File: src/rtl/ram_bist_pkg.sv
// ram_bist_pkg: shared definitions for the March C- RAM BIST controller.
//   state_e     - controller FSM states
//   elem_e      - March element index M0..M5 (encoding 0..5)
//   elem_cfg_t  - per-element direction / read / write / data-value table
//   elem_cfg()  - table lookup for one element
package ram_bist_pkg;

    typedef enum logic [2:0] {
        ST_IDLE = 3'd0,
        ST_WR   = 3'd1,   // write-only step (M0)
        ST_RD   = 3'd2,   // issue read
        ST_CMP  = 3'd3,   // compare read data, issue the element's write if any
        ST_DONE = 3'd4
    } state_e;

    typedef enum logic [2:0] {
        EL_M0 = 3'd0,
        EL_M1 = 3'd1,
        EL_M2 = 3'd2,
        EL_M3 = 3'd3,
        EL_M4 = 3'd4,
        EL_M5 = 3'd5
    } elem_e;

    localparam elem_e LAST_ELEM = EL_M5;

    typedef struct packed {
        logic down;    // 1: walk DEPTH-1 -> 0
        logic rd;      // element starts with a read
        logic wr;      // element contains a write
        logic rd_val;  // expected word: 0 = all zeros, 1 = all ones
        logic wr_val;  // written word:  0 = all zeros, 1 = all ones
    } elem_cfg_t;

    // March C-: up(w0) up(r0,w1) up(r1,w0) down(r0,w1) down(r1,w0) down(r0)
    function automatic elem_cfg_t elem_cfg(input elem_e e);
        case (e)
            EL_M0:   elem_cfg = '{down: 1'b0, rd: 1'b0, wr: 1'b1, rd_val: 1'b0, wr_val: 1'b0};
            EL_M1:   elem_cfg = '{down: 1'b0, rd: 1'b1, wr: 1'b1, rd_val: 1'b0, wr_val: 1'b1};
            EL_M2:   elem_cfg = '{down: 1'b0, rd: 1'b1, wr: 1'b1, rd_val: 1'b1, wr_val: 1'b0};
            EL_M3:   elem_cfg = '{down: 1'b1, rd: 1'b1, wr: 1'b1, rd_val: 1'b0, wr_val: 1'b1};
            EL_M4:   elem_cfg = '{down: 1'b1, rd: 1'b1, wr: 1'b1, rd_val: 1'b1, wr_val: 1'b0};
            default: elem_cfg = '{down: 1'b1, rd: 1'b1, wr: 1'b0, rd_val: 1'b0, wr_val: 1'b0};
        endcase
    endfunction

endpackage

File: src/rtl/ram_bist_addr_gen.sv
// ram_bist_addr_gen: up/down address counter for the March walk.
//   clk, resetn  - clock, async active-low reset (address -> 0)
//   load         - load the element's first address (0, or DEPTH-1 if load_down)
//   load_down    - direction of the element being loaded
//   step         - advance one address in direction 'down'
//   down         - direction of the current element
//   addr         - current address
//   last         - current address is the last one of the walk in direction 'down'
module ram_bist_addr_gen #(
    parameter int ADDR  = 8,
    parameter int DEPTH = 8
) (
    input  logic            clk,
    input  logic            resetn,
    input  logic            load,
    input  logic            load_down,
    input  logic            step,
    input  logic            down,
    output logic [ADDR-1:0] addr,
    output logic            last
);

    localparam logic [ADDR-1:0] TOP_ADDR = ADDR'(DEPTH - 1);

    logic [ADDR-1:0] addr_d, addr_q;

    always_comb begin
        addr_d = addr_q;
        if (load) begin
            addr_d = load_down ? TOP_ADDR : '0;
        end else if (step) begin
            addr_d = down ? addr_q - 1'b1 : addr_q + 1'b1;
        end
    end

    // NOTE: sequential state uses non-blocking assignments so every flop
    // samples the pre-edge values, independent of statement order.
    always_ff @(posedge clk or negedge resetn) begin
        if (!resetn) addr_q <= '0;
        else         addr_q <= addr_d;
    end

    assign addr = addr_q;
    assign last = down ? (addr_q == '0) : (addr_q == TOP_ADDR);

endmodule

File: src/rtl/ram_bist_ctrl.sv
// ram_bist_ctrl: March C- BIST controller for a single-port synchronous RAM.
//   clk, resetn          - clock (rising edge), async active-low reset
//   start                - level request, sampled only in IDLE
//   busy                 - test in progress (11*DEPTH cycles)
//   done                 - one-cycle pulse at test end
//   fail                 - sticky mismatch flag of the last run
//   ram_cs / ram_rd      - chip select, read(1)/write(0)
//   ram_addr / ram_wdata - access address and write data
//   ram_rdata            - RAM read data, valid the cycle after the read edge
// Optional build macro RAM_BIST_ERRLOG_EN adds err_addr / err_elem / err_count
// (first failing address and element, saturating mismatch count).
module ram_bist_ctrl
    import ram_bist_pkg::*;
#(
    parameter int ADDR  = 8,
    parameter int DATA  = 8,
    parameter int DEPTH = 8
) (
    input  logic            clk,
    input  logic            resetn,
    input  logic            start,
    output logic            busy,
    output logic            done,
    output logic            fail,
    output logic            ram_cs,
    output logic            ram_rd,
    output logic [ADDR-1:0] ram_addr,
    output logic [DATA-1:0] ram_wdata,
`ifdef RAM_BIST_ERRLOG_EN
    output logic [ADDR-1:0] err_addr,
    output logic [2:0]      err_elem,
    output logic [7:0]      err_count,
`endif
    input  logic [DATA-1:0] ram_rdata
);

    state_e          state_d, state_q;
    elem_e           elem_d, elem_q, elem_nxt;
    logic            fail_d, fail_q;
    logic            busy_d, busy_q;
    logic            done_d, done_q;
    logic            ram_cs_d, ram_cs_q;
    logic            ram_rd_d, ram_rd_q;
    logic [DATA-1:0] ram_wdata_d, ram_wdata_q;
    logic            wr_d;
    logic            mismatch;

    logic            ag_load, ag_load_down, ag_step, ag_last;
    logic [ADDR-1:0] ag_addr;

    ram_bist_addr_gen #(
        .ADDR  (ADDR),
        .DEPTH (DEPTH)
    ) u_addr_gen (
        .clk       (clk),
        .resetn    (resetn),
        .load      (ag_load),
        .load_down (ag_load_down),
        .step      (ag_step),
        .down      (elem_cfg(elem_q).down),
        .addr      (ag_addr),
        .last      (ag_last)
    );

    assign elem_nxt = elem_e'(elem_q + 3'd1);
    // Read data arrives in CMP, one cycle after the RD edge.
    assign mismatch = (state_q == ST_CMP) &&
                      (ram_rdata != {DATA{elem_cfg(elem_q).rd_val}});

    // NOTE: every signal written here gets a default first, so no path can
    // leave it unassigned and infer a latch.
    always_comb begin
        state_d      = state_q;
        elem_d       = elem_q;
        fail_d       = fail_q | mismatch;
        ag_load      = 1'b0;
        ag_load_down = 1'b0;
        ag_step      = 1'b0;

        case (state_q)
            ST_IDLE: begin
                if (start) begin
                    state_d = ST_WR;
                    elem_d  = EL_M0;
                    fail_d  = 1'b0;
                    ag_load = 1'b1;
                end
            end
            ST_WR: begin
                if (ag_last) begin
                    elem_d       = elem_nxt;
                    state_d      = elem_cfg(elem_nxt).rd ? ST_RD : ST_WR;
                    ag_load      = 1'b1;
                    ag_load_down = elem_cfg(elem_nxt).down;
                end else begin
                    ag_step = 1'b1;
                end
            end
            ST_RD: begin
                state_d = ST_CMP;
            end
            ST_CMP: begin
                if (!ag_last) begin
                    state_d = ST_RD;
                    ag_step = 1'b1;
                end else if (elem_q == LAST_ELEM) begin
                    state_d = ST_DONE;
                end else begin
                    elem_d       = elem_nxt;
                    state_d      = ST_RD;
                    ag_load      = 1'b1;
                    ag_load_down = elem_cfg(elem_nxt).down;
                end
            end
            default: begin
                state_d = ST_IDLE;
            end
        endcase

        // Outputs are registered: decode them from the next state/element.
        wr_d        = (state_d == ST_WR) || ((state_d == ST_CMP) && elem_cfg(elem_d).wr);
        busy_d      = (state_d == ST_WR) || (state_d == ST_RD) || (state_d == ST_CMP);
        done_d      = (state_d == ST_DONE);
        ram_cs_d    = wr_d || (state_d == ST_RD);
        ram_rd_d    = !wr_d;
        ram_wdata_d = wr_d ? {DATA{elem_cfg(elem_d).wr_val}} : '0;
    end

    always_ff @(posedge clk or negedge resetn) begin
        if (!resetn) begin
            state_q     <= ST_IDLE;
            elem_q      <= EL_M0;
            fail_q      <= 1'b0;
            busy_q      <= 1'b0;
            done_q      <= 1'b0;
            ram_cs_q    <= 1'b0;
            ram_rd_q    <= 1'b1;
            ram_wdata_q <= '0;
        end else begin
            state_q     <= state_d;
            elem_q      <= elem_d;
            fail_q      <= fail_d;
            busy_q      <= busy_d;
            done_q      <= done_d;
            ram_cs_q    <= ram_cs_d;
            ram_rd_q    <= ram_rd_d;
            ram_wdata_q <= ram_wdata_d;
        end
    end

    assign busy      = busy_q;
    assign done      = done_q;
    assign fail      = fail_q;
    assign ram_cs    = ram_cs_q;
    assign ram_rd    = ram_rd_q;
    assign ram_addr  = ag_addr;
    assign ram_wdata = ram_wdata_q;

`ifdef RAM_BIST_ERRLOG_EN
    logic [ADDR-1:0] err_addr_d, err_addr_q;
    logic [2:0]      err_elem_d, err_elem_q;
    logic [7:0]      err_count_d, err_count_q;

    always_comb begin
        err_addr_d  = err_addr_q;
        err_elem_d  = err_elem_q;
        err_count_d = err_count_q;
        if ((state_q == ST_IDLE) && start) begin
            err_addr_d  = '0;
            err_elem_d  = '0;
            err_count_d = '0;
        end else if (mismatch) begin
            // Only the first mismatch of a run is logged.
            if (err_count_q == 8'd0) begin
                err_addr_d = ag_addr;
                err_elem_d = elem_q;
            end
            if (err_count_q != 8'hFF) err_count_d = err_count_q + 8'd1;
        end
    end

    always_ff @(posedge clk or negedge resetn) begin
        if (!resetn) begin
            err_addr_q  <= '0;
            err_elem_q  <= '0;
            err_count_q <= '0;
        end else begin
            err_addr_q  <= err_addr_d;
            err_elem_q  <= err_elem_d;
            err_count_q <= err_count_d;
        end
    end

    assign err_addr  = err_addr_q;
    assign err_elem  = err_elem_q;
    assign err_count = err_count_q;
`endif

endmodule

File: config.mk
export PLATFORM = sky130hd
export DESIGN_NAME = ram_bist_ctrl
export DESIGN_NICKNAME = d
export VERILOG_FILES = /design/src/rtl/ram_bist_pkg.sv /design/src/rtl/ram_bist_addr_gen.sv /design/src/rtl/ram_bist_ctrl.sv
export SDC_FILE = /design/constraint.sdc
export NUM_CORES = 1
export LEC_CHECK = 0
export CORE_MARGIN = 5
export CORE_UTILIZATION = 40
export CTS_CLUSTER_SIZE = 12
export DETAILED_ROUTE_END_ITERATION = 6
export PLACE_DENSITY = 0.61
export SLEW_MARGIN = 30
export SYNTH_ARGS = -nofsm -noshare
export SYNTH_HDL_FRONTEND = slang
export SYNTH_SLANG_ARGS = --single-unit
File: constraint.sdc
create_clock -name clk -period 3.4 [get_ports clk]
set_clock_uncertainty 0.05 [all_clocks]
set_input_delay 0.68 -clock clk [delete_from_list [all_inputs] [get_ports clk]]
set_output_delay 0.68 -clock clk [all_outputs]
set_load 0.005 [all_outputs]
Word level (Yosys, flattened, before mapping)
Index checks and enable logic that the tools add are counted.
{ "word_totals": {"wordCells": 84, "output_inout_bits": 21, "input_bits": 11, "regBits": 27} }
{ "op_classes": {"n_reduce_logical": 14, "n_addsub": 3, "n_mux": 35, "eq_ne": 22, "bitwise_logic": 1} }
{ "op_table": {"columns": ["cell", "n"], "rows": [
  ["case mux 5 bit (5 select lines)", 2],
  ["two-way mux 8 bit", 4],
  ["== test 3 x 2 -> 1 bit, second input constant", 10],
  ["two-way mux 3 bit", 9],
  ["== test 3 x 1 -> 1 bit, second input constant", 5],
  ["== test 3 bit, second input constant", 5],
  ["case mux 3 bit (5 select lines)", 1],
  ["zero test 3 bit", 4],
  ["two-way mux 1 bit", 12],
  ["case mux 3 bit (4 select lines)", 1],
  ["case mux 3 bit (3 select lines)", 1],
  ["adder 8 x 1 -> 8 bit, second input constant", 1],
  ["== test 8 x 3 -> 1 bit, second input constant", 1],
  ["zero test 8 bit", 1],
  ["two-way mux 4 bit", 2],
  ["inequality test 8 bit", 1],
  ["subtractor 8 x 1 -> 8 bit, second input constant", 1],
  ["logical OR 1 bit", 4],
  ["adder 3 x 1 -> 3 bit, second input constant", 1],
  ["case mux 1 bit (3 select lines)", 1],
  ["logical AND 1 bit", 2],
  ["two-way mux 2 bit", 1],
  ["case mux 1 bit (2 select lines)", 1],
  ["nonzero test 2 bit", 1],
  ["3 further kinds", 3]
]} }

Longest topological paths before layout
Gate-level depths: netlist (run 1).
{ "logic_depth": {"word_depth": 12, "ltp_mapped": 11, "ltp_nobuf": 11} }

Modules after synthesis
Synthesis (run 1) repeated with hierarchy kept, for this count alone.
{ "unflattened": {"cells_unflattened": 179, "area_unflattened_um2": 1596.5} }
{ "by_module_without_submodules": {"columns": ["mod", "n_inst", "seq_area_each_um2", "cells_per_inst", "area_per_inst_um2"], "rows": [
  ["ram_bist_ctrl", 1, 301.5, 96, 898.4],
  ["ram_bist_addr_gen", 1, 200.2, 83, 698.2]
]} }

Least setup slack after synthesis (run 1)
Ideal clock, no wire load.
{ "synth_path": {"kind": "reg2reg", "from": "register elem_q[0]", "to": "register u_addr_gen.addr_q[7] (netlist: u_addr_gen.addr[7])", "arrival_ns": 2.612, "synth_period_minus_slack_ns": 2.789, "setup_time_ns": 0.127, "stages_incl_launch_ff": 12, "t_required_ns": 3.223, "path_slack_ns": 0.611, "path_buffers": 0, "path_cell_list": "dfrtp_1 > inv_1 > ha_1 > or3_1 > nand2_1 > ha_1 > a21oi_1 > o211ai_1 > o41ai_1 > xor2_1 > nand2b_1 > mux2i_1"} }
{ "synth_between": {"elab_chain_cells": 6, "elab_cells_between_ends": 18, "classes_between": "5 x eq/ne; 11 x mux; 2 x reduce/logical"} }
{ "synth_lines": {"columns": ["element", "line", "rtl"], "rows": [
  ["start: declaration", "ram_bist_ctrl.sv:38", "elem_e elem_d, elem_q, elem_nxt;"],
  ["start signal: assignment", "ram_bist_ctrl.sv:141", "elem_q <= elem_d;"],
  ["== test 3 bit, or another cell as far along", "ram_bist_pkg.sv:37", "case (e)"],
  ["case mux 5 bit (5 select lines)", null, null],
  ["two-way mux 1 bit", "ram_bist_addr_gen.sv:44", "assign last = down ? (addr_q == '0) : (addr_q == TOP_ADDR);"],
  ["two-way mux 1 bit (on tied branches)", "ram_bist_ctrl.sv:103, ram_bist_ctrl.sv:90", null],
  ["case mux 1 bit (3 select lines) / two-way mux 1 bit (equally long branches)", null, null],
  ["two-way mux 8 bit / nonzero test 2 bit (equally long branches)", null, null],
  ["end signal: assignment", "ram_bist_addr_gen.sv:40", "else addr_q <= addr_d;"],
  ["end: declaration", "ram_bist_addr_gen.sv:25", "logic [ADDR-1:0] addr_d, addr_q;"]
]} }
Several ways; a longest one is shown, not always the timed one. The select of a mux whose other input is x is not followed.
A chain may end at the register's enable or synchronous reset.

Worst setup path after layout (run 1)
Ends and elaborated chain as after synthesis.

==> metrics, run 1 <==
CTS tree=done; Routed WL=between 3000 and 4000 um; total power=2.123 mW; most frequent cells after synthesis=dfrtp_1, a21oi_1, nor2_1; Placed Cells=242; die area=0.005344 sq mm; clk root buf=clkbuf_8; clock sinks=20; final core utilization=about half; Final Wtd Congestion=between 0.8 and 0.9; hold-fix buffers at CTS=0; largest area contributor in the netlist=dfrtp_1; Achievable Freq=330.4 MHz; GRT Overall Usage=15.44%; Initial Util=40.40%; post-synthesis cell count=174; critical path type=flip-flop to flip-flop; post-cts resize count=0; reg2reg setup slack=0.37 ns; Yosys warning count=0; Area Overhead vs Synth=22.47%; r2r startpoint=elem_q[0]; initial antenna violation count=0; post-synthesis sequential area ratio=31.50%; Cell Pwr Density=1088 mW/mm^2; RSZ-0062 raised after global routing=no; fraction of layout cells with a size suffix above 1=8.673%; final setup TNS=0 ns; Netlist cell types=50; gr ovfl total=0; Initial DRC Count=62; CP Launch Point=elem_q[0]; height of the die=73.10 um; CP Depth=11; Max-cap violations=0; post-synthesis async set-or-reset flop share=100.0%; post-synthesis instance area=0.001593 sq mm; Placement Rows=23; CP endpoint=u_addr_gen.addr[7]; Critical Path AT=3.17 ns; min-delay worst type=input pin to asynchronous set/reset pin; Slew @ Worst Pin=between 0.5 and 0.6 ns; clock-pin transition on the worst setup and hold timing paths=0.08 ns; R2R cell count=11; Detail Route Antenna Nets=0; NumNets Final=220; worst-path fanout max=9; vias per cell=5.752; VDD IR-drop max=0.0006610 V; Syn Nets=197; Setup crit end kind=flip-flop; number of synthesized register bits=20; first-pass GRT wire length=6575 um; via count=1415; CP top delay family=compound AO/OA/AOI/OAI gates; count leader, synth=dfrtp_1; Clock Latency Late Sink=0.26 ns; DRC violations left=0; WL/cell=15.65 um; Final Non-Filler Cells=between 200 and 250; predominant post-synthesis flop cell=dfrtp_1; port bufs=31; area of the core=0.003943 sq mm; syn_area_per_cell=around 9.2 sq um; Slew Limit Fails=0; fin crit period=3.026 ns; vias in the first global route=1396; CTS H-tree lvls=1; Final setup viols=0; WHS=0.3092 ns; Worst path max stage delay=0.44 ns; dpl hpwl=2983 um; ant diodes=0; Post-synth EDFFs=0; Die Wd=73.10 um; Num CTS Buffers=3; largest net degree at the start of global routing=21; FF-to-FF End=u_addr_gen.addr[7]; CP startpoint kind=flip-flop; Pre-antenna DRT Iters=4; max_slew headroom=64.47%; Crit-path slowest cell=or3_1; Synth top area share=~30%; Critical Path RT=between 3 and 4 ns; Final Hold Viols=0; CP bufs+invs=1; number of top-level pins=32; synth top area cells=dfrtp_1, ha_1, a21oi_1; crit-path cells=inv_1, ha_1, or3_1, nand2_2, ha_1, a21oi_1, o211ai_1, o41ai_1, xor2_1, a21oi_1, mux2i_1; LEAKAGE=roughly 0.8 nW; clock buffer depth=2; Post-CTS Setup Inserts=0; outcome=finished clean; Final Cycle Share=89.01%
==> worst min-delay path by stage <==
stage / startpoint / to / slack, ns / depth (start not counted)
global route: resetn / busy / 0.36 / 1
detailed placement: fail / fail / 0.49 / 2
CTS: fail / fail / 0.51 / 2
finish: resetn / busy / 0.31 / 1
global placement: fail / fail / 0.47 / 2
floorplan: resetn / busy / 0.33 / 0
==> cell type report <==
cell class / count / area (sq um)
clock buffers: 3 / 41.29
well taps: 50 / 62.56
inverters: 8 / 30.03
repair buffers: 31 / 305.3
multi-input cells: 133 / 979.7
fillers: 357 / 1992
clock inverters: 1 / 30.03
flip-flops and latches: 20 / 501.7
==> per-layer routing <==
| metal | global-route usage, % | up-vias | part of all wire [%] | routed length, um |
|---|---|---|---|---|
| li1 | - | 685 | - | - |
| met1 | 19.39 | 684 | 43 | 1654 |
| met4 | 4.303 | 0 | 1.2 | 45 |
| met5 | 0 | - | 0 | 0 |
| met3 | 2.342 | 7 | 4.7 | 180 |
| met2 | 27.21 | 39 | 51 | 1970 |
==> power by group <==
group | total, mW | switching (mW) | internal [mW]
Sequential | 0.516 | 0.169 | 0.347
Clock | 0.243 | 0.0859 | 0.157
Combinational | 1.36 | 0.692 | 0.672
Total | 2.12 | 0.947 | 1.18
==> cell families (layout without fill, tap and decap cells) <==
family,count (synthesis),after routing,share of synthesized area (%)
flip-flops,20,20,31.50
buffers and inverters,21,43,7.148
XOR/XNOR,6,6,3.299
adder cells (fa/ha/maj),12,12,9.898
multiplexers,6,6,3.771
AO/OA/AOI/OAI,54,54,25.45
AND/OR/NAND/NOR,55,55,18.93
==> stage by stage <==
stage               worst slack (ns)  instance area, sq um
global route                  0.1040                  1951
finish                        0.3736                  1951
global placement              0.4252                  1882
detailed placement            0.3024                  1882
CTS                           0.2636                  1953
floorplan                     0.6108                  1593
==> layout by cell type (no fill, tap or decap), types with 4 or more instances in the layout <==
cell              n
a21oi_1          17
a22o_1            4
clkdlybuf4s50_1  30
dfrtp_1          19
ha_1             11
inv_1             8
mux2i_1           6
nand2_1          11
nor2_1           13
nor3_1            7
nor4_1            4
o21ai_0           4
xnor2_1           4
==> flip-flops by register name, summed over array words and instances (netlist names) <==
signal and cells:
u_addr_gen.addr 8, done 1, busy 1, elem_q 3, ram_rd 1, ram_cs 1, fail 1, ram_wdata 1
state_q 3
(Power assumes the default switching activity.)
==> run 2, diff against run 1 <==
Settings changed: CORE_ASPECT_RATIO set to 2.
==> run 2 against run 1 <==
  * Routed wire length grew 8.0%
  * Die area grew 1.4%
  * Via count grew 0.78%
  * Total power grew 0.65%
  * First-iteration DRC count shrank 37%
  * Worst setup slack lost 0.060 ns
  * Sequential share of layout area is essentially flat
  * Clock power is essentially flat
  * Largest cell class unchanged
==> metrics, run 2 (synthesis gave the netlist of run 1 again) <==
Final Hold Viols=0; clk root buf=clkbuf_8; Detail Route Antenna Nets=0; initial antenna violation count=0; height of the die=99.24 um; port bufs=31; first-pass GRT wire length=6858 um; most frequent cells in the layout=clkdlybuf4s50_1, dfrtp_1, a21oi_1; Pre-antenna DRT Iters=4; Die Wd=54.62 um; Max-cap violations=0; critical path type=flip-flop to flip-flop; commonest non-fill, non-tap cell in the layout=clkdlybuf4s50_1; area of the multi-input gates=roughly 980 sq um; WL/cell=16.85 um; ant diodes=0; CTS H-tree lvls=1; CTS tree=done; final worst setup slack=0.3134 ns; pre-CTS setup slack=between 0.3 and 0.4 ns; fraction of layout cells with a size suffix above 1=under 10%; Slew @ Worst Pin=0.5393 ns; clock sinks=20; dpl hpwl=around 3300 um; clock buffer depth=2; Area Overhead vs Synth=22.39%; vias in the first global route=around 1.5k; FF-to-FF End=u_addr_gen.addr[7]; Post-CTS Setup Inserts=0; Final setup viols=0; min-delay worst type=input pin to asynchronous set/reset pin; Filler cells=386; LEAKAGE=~0.79 nW; fin crit period=approximately 3 ns; Slew Limit Fails=0; CP startpoint kind=flip-flop; VDD IR-drop max=0.0007104 V; max_slew headroom=64.05%; Final Cycle Share=between 90% and 100%; RSZ-0062 raised after global routing=no; area of the core=about 0.0038 sq mm; die area=0.005420 sq mm; gr ovfl total=0; Routed WL=between 4000 and 5000 um; R2R cell count=11; Initial DRC Count=39; Clock Latency Late Sink=0.26 ns; outcome=finished clean; worst-path fanout max=9; clock-pin transition on the worst setup and hold timing paths=0.08 ns; final setup TNS=0 ns; crit-path cells=inv_1, ha_1, or3_1, nand2_1, ha_1, a21oi_1, o211ai_1, o41ai_1, xor2_1, a21oi_1, mux2i_1; Placement Rows=32; Cell Pwr Density=1096 mW/mm^2; Final Wtd Congestion=0.9093; Worst path max stage delay=0.43 ns; Crit-path slowest cell=or3_1; r2r startpoint=elem_q[0]; reg2reg setup slack=around 0.31 ns; Achievable Freq=~320 MHz; Largest register FFs=8; Setup crit end kind=flip-flop; vias per cell=5.773; hold-fix buffers at CTS=0; Critical Path RT=3.54 ns; post-cts resize count=0; DRC violations left=0; Critical Path AT=3.23 ns; Initial Util=41.44%; number of top-level pins=32; GRT Overall Usage=16.80%; Num CTS Buffers=3; largest net degree at the start of global routing=21; via count=1426; FF/Latch Area=501.7 sq um; NumNets Final=220
run 2: cell counts in the layout (fill, tap and decap cells not counted):
No cell type changed its count.
run 2: cell type report:
type / count / share of cell area, %
well taps: 51 / 3.273
clock inverters: 1 / 1.540
flip-flops and latches: 20 / 25.74
multi-input cells: 133 / 50.13
clock buffers: 3 / 2.118
inverters: 8 / 1.540
repair buffers: 31 / 15.66
run 2: layer usage:
metal  GRT usage, %  routed length, um  up-vias
li1               -                  -      686
met1          15.94               1450      679
met2          30.66               2247       42
met3          2.699                198       19
met4          10.36                264        0
met5              0                  0        -
run 2: where the power goes:
group          switching (mW)  leakage, nW  internal, mW  total, mW
Combinational           0.709        0.512         0.669       1.38
Clock                  0.0830       0.0357         0.157      0.240
Sequential              0.173        0.247         0.347      0.519
run 2: how the worst max path moves through the flow:
stage                   start            endpoint  slack [ns]
finish              elem_q[0]  u_addr_gen.addr[7]        0.31
global route        elem_q[0]  u_addr_gen.addr[7]        0.06
CTS                 elem_q[0]  u_addr_gen.addr[7]        0.29
detailed placement  elem_q[0]  u_addr_gen.addr[7]        0.31
global placement    elem_q[0]  u_addr_gen.addr[7]        0.44
floorplan           elem_q[0]  u_addr_gen.addr[7]        0.61
run 2: metrics by stage:
stage	hold slack [ns]	cell area [sq um]	std cells	utilization, %	power, mW
6_report	0.3040	1949	247	50.72	2.137
5_1_grt	0.3597	1949	247	50.72	2.332
4_1_cts	0.5007	1954	247	50.85	2.153
3_5_place_dp	0.4830	1883	243	48.99	1.910
2_1_floorplan	0.3344	1593	174	-	1.500
3_3_place_gp	0.4705	1883	243	48.99	1.882
run 2: worst max-delay path: cells and delay by family, from the launching register on:
family,cells,cell delay [ns]
buffers and inverters,1,0.15
AOI/OAI and AO/OA,4,0.73
DFF,1,0.41
and+or+nand+nor,2,0.75
adders and majority gates,2,0.58
xor gates and xnor gates,1,0.20
muxes,1,0.14
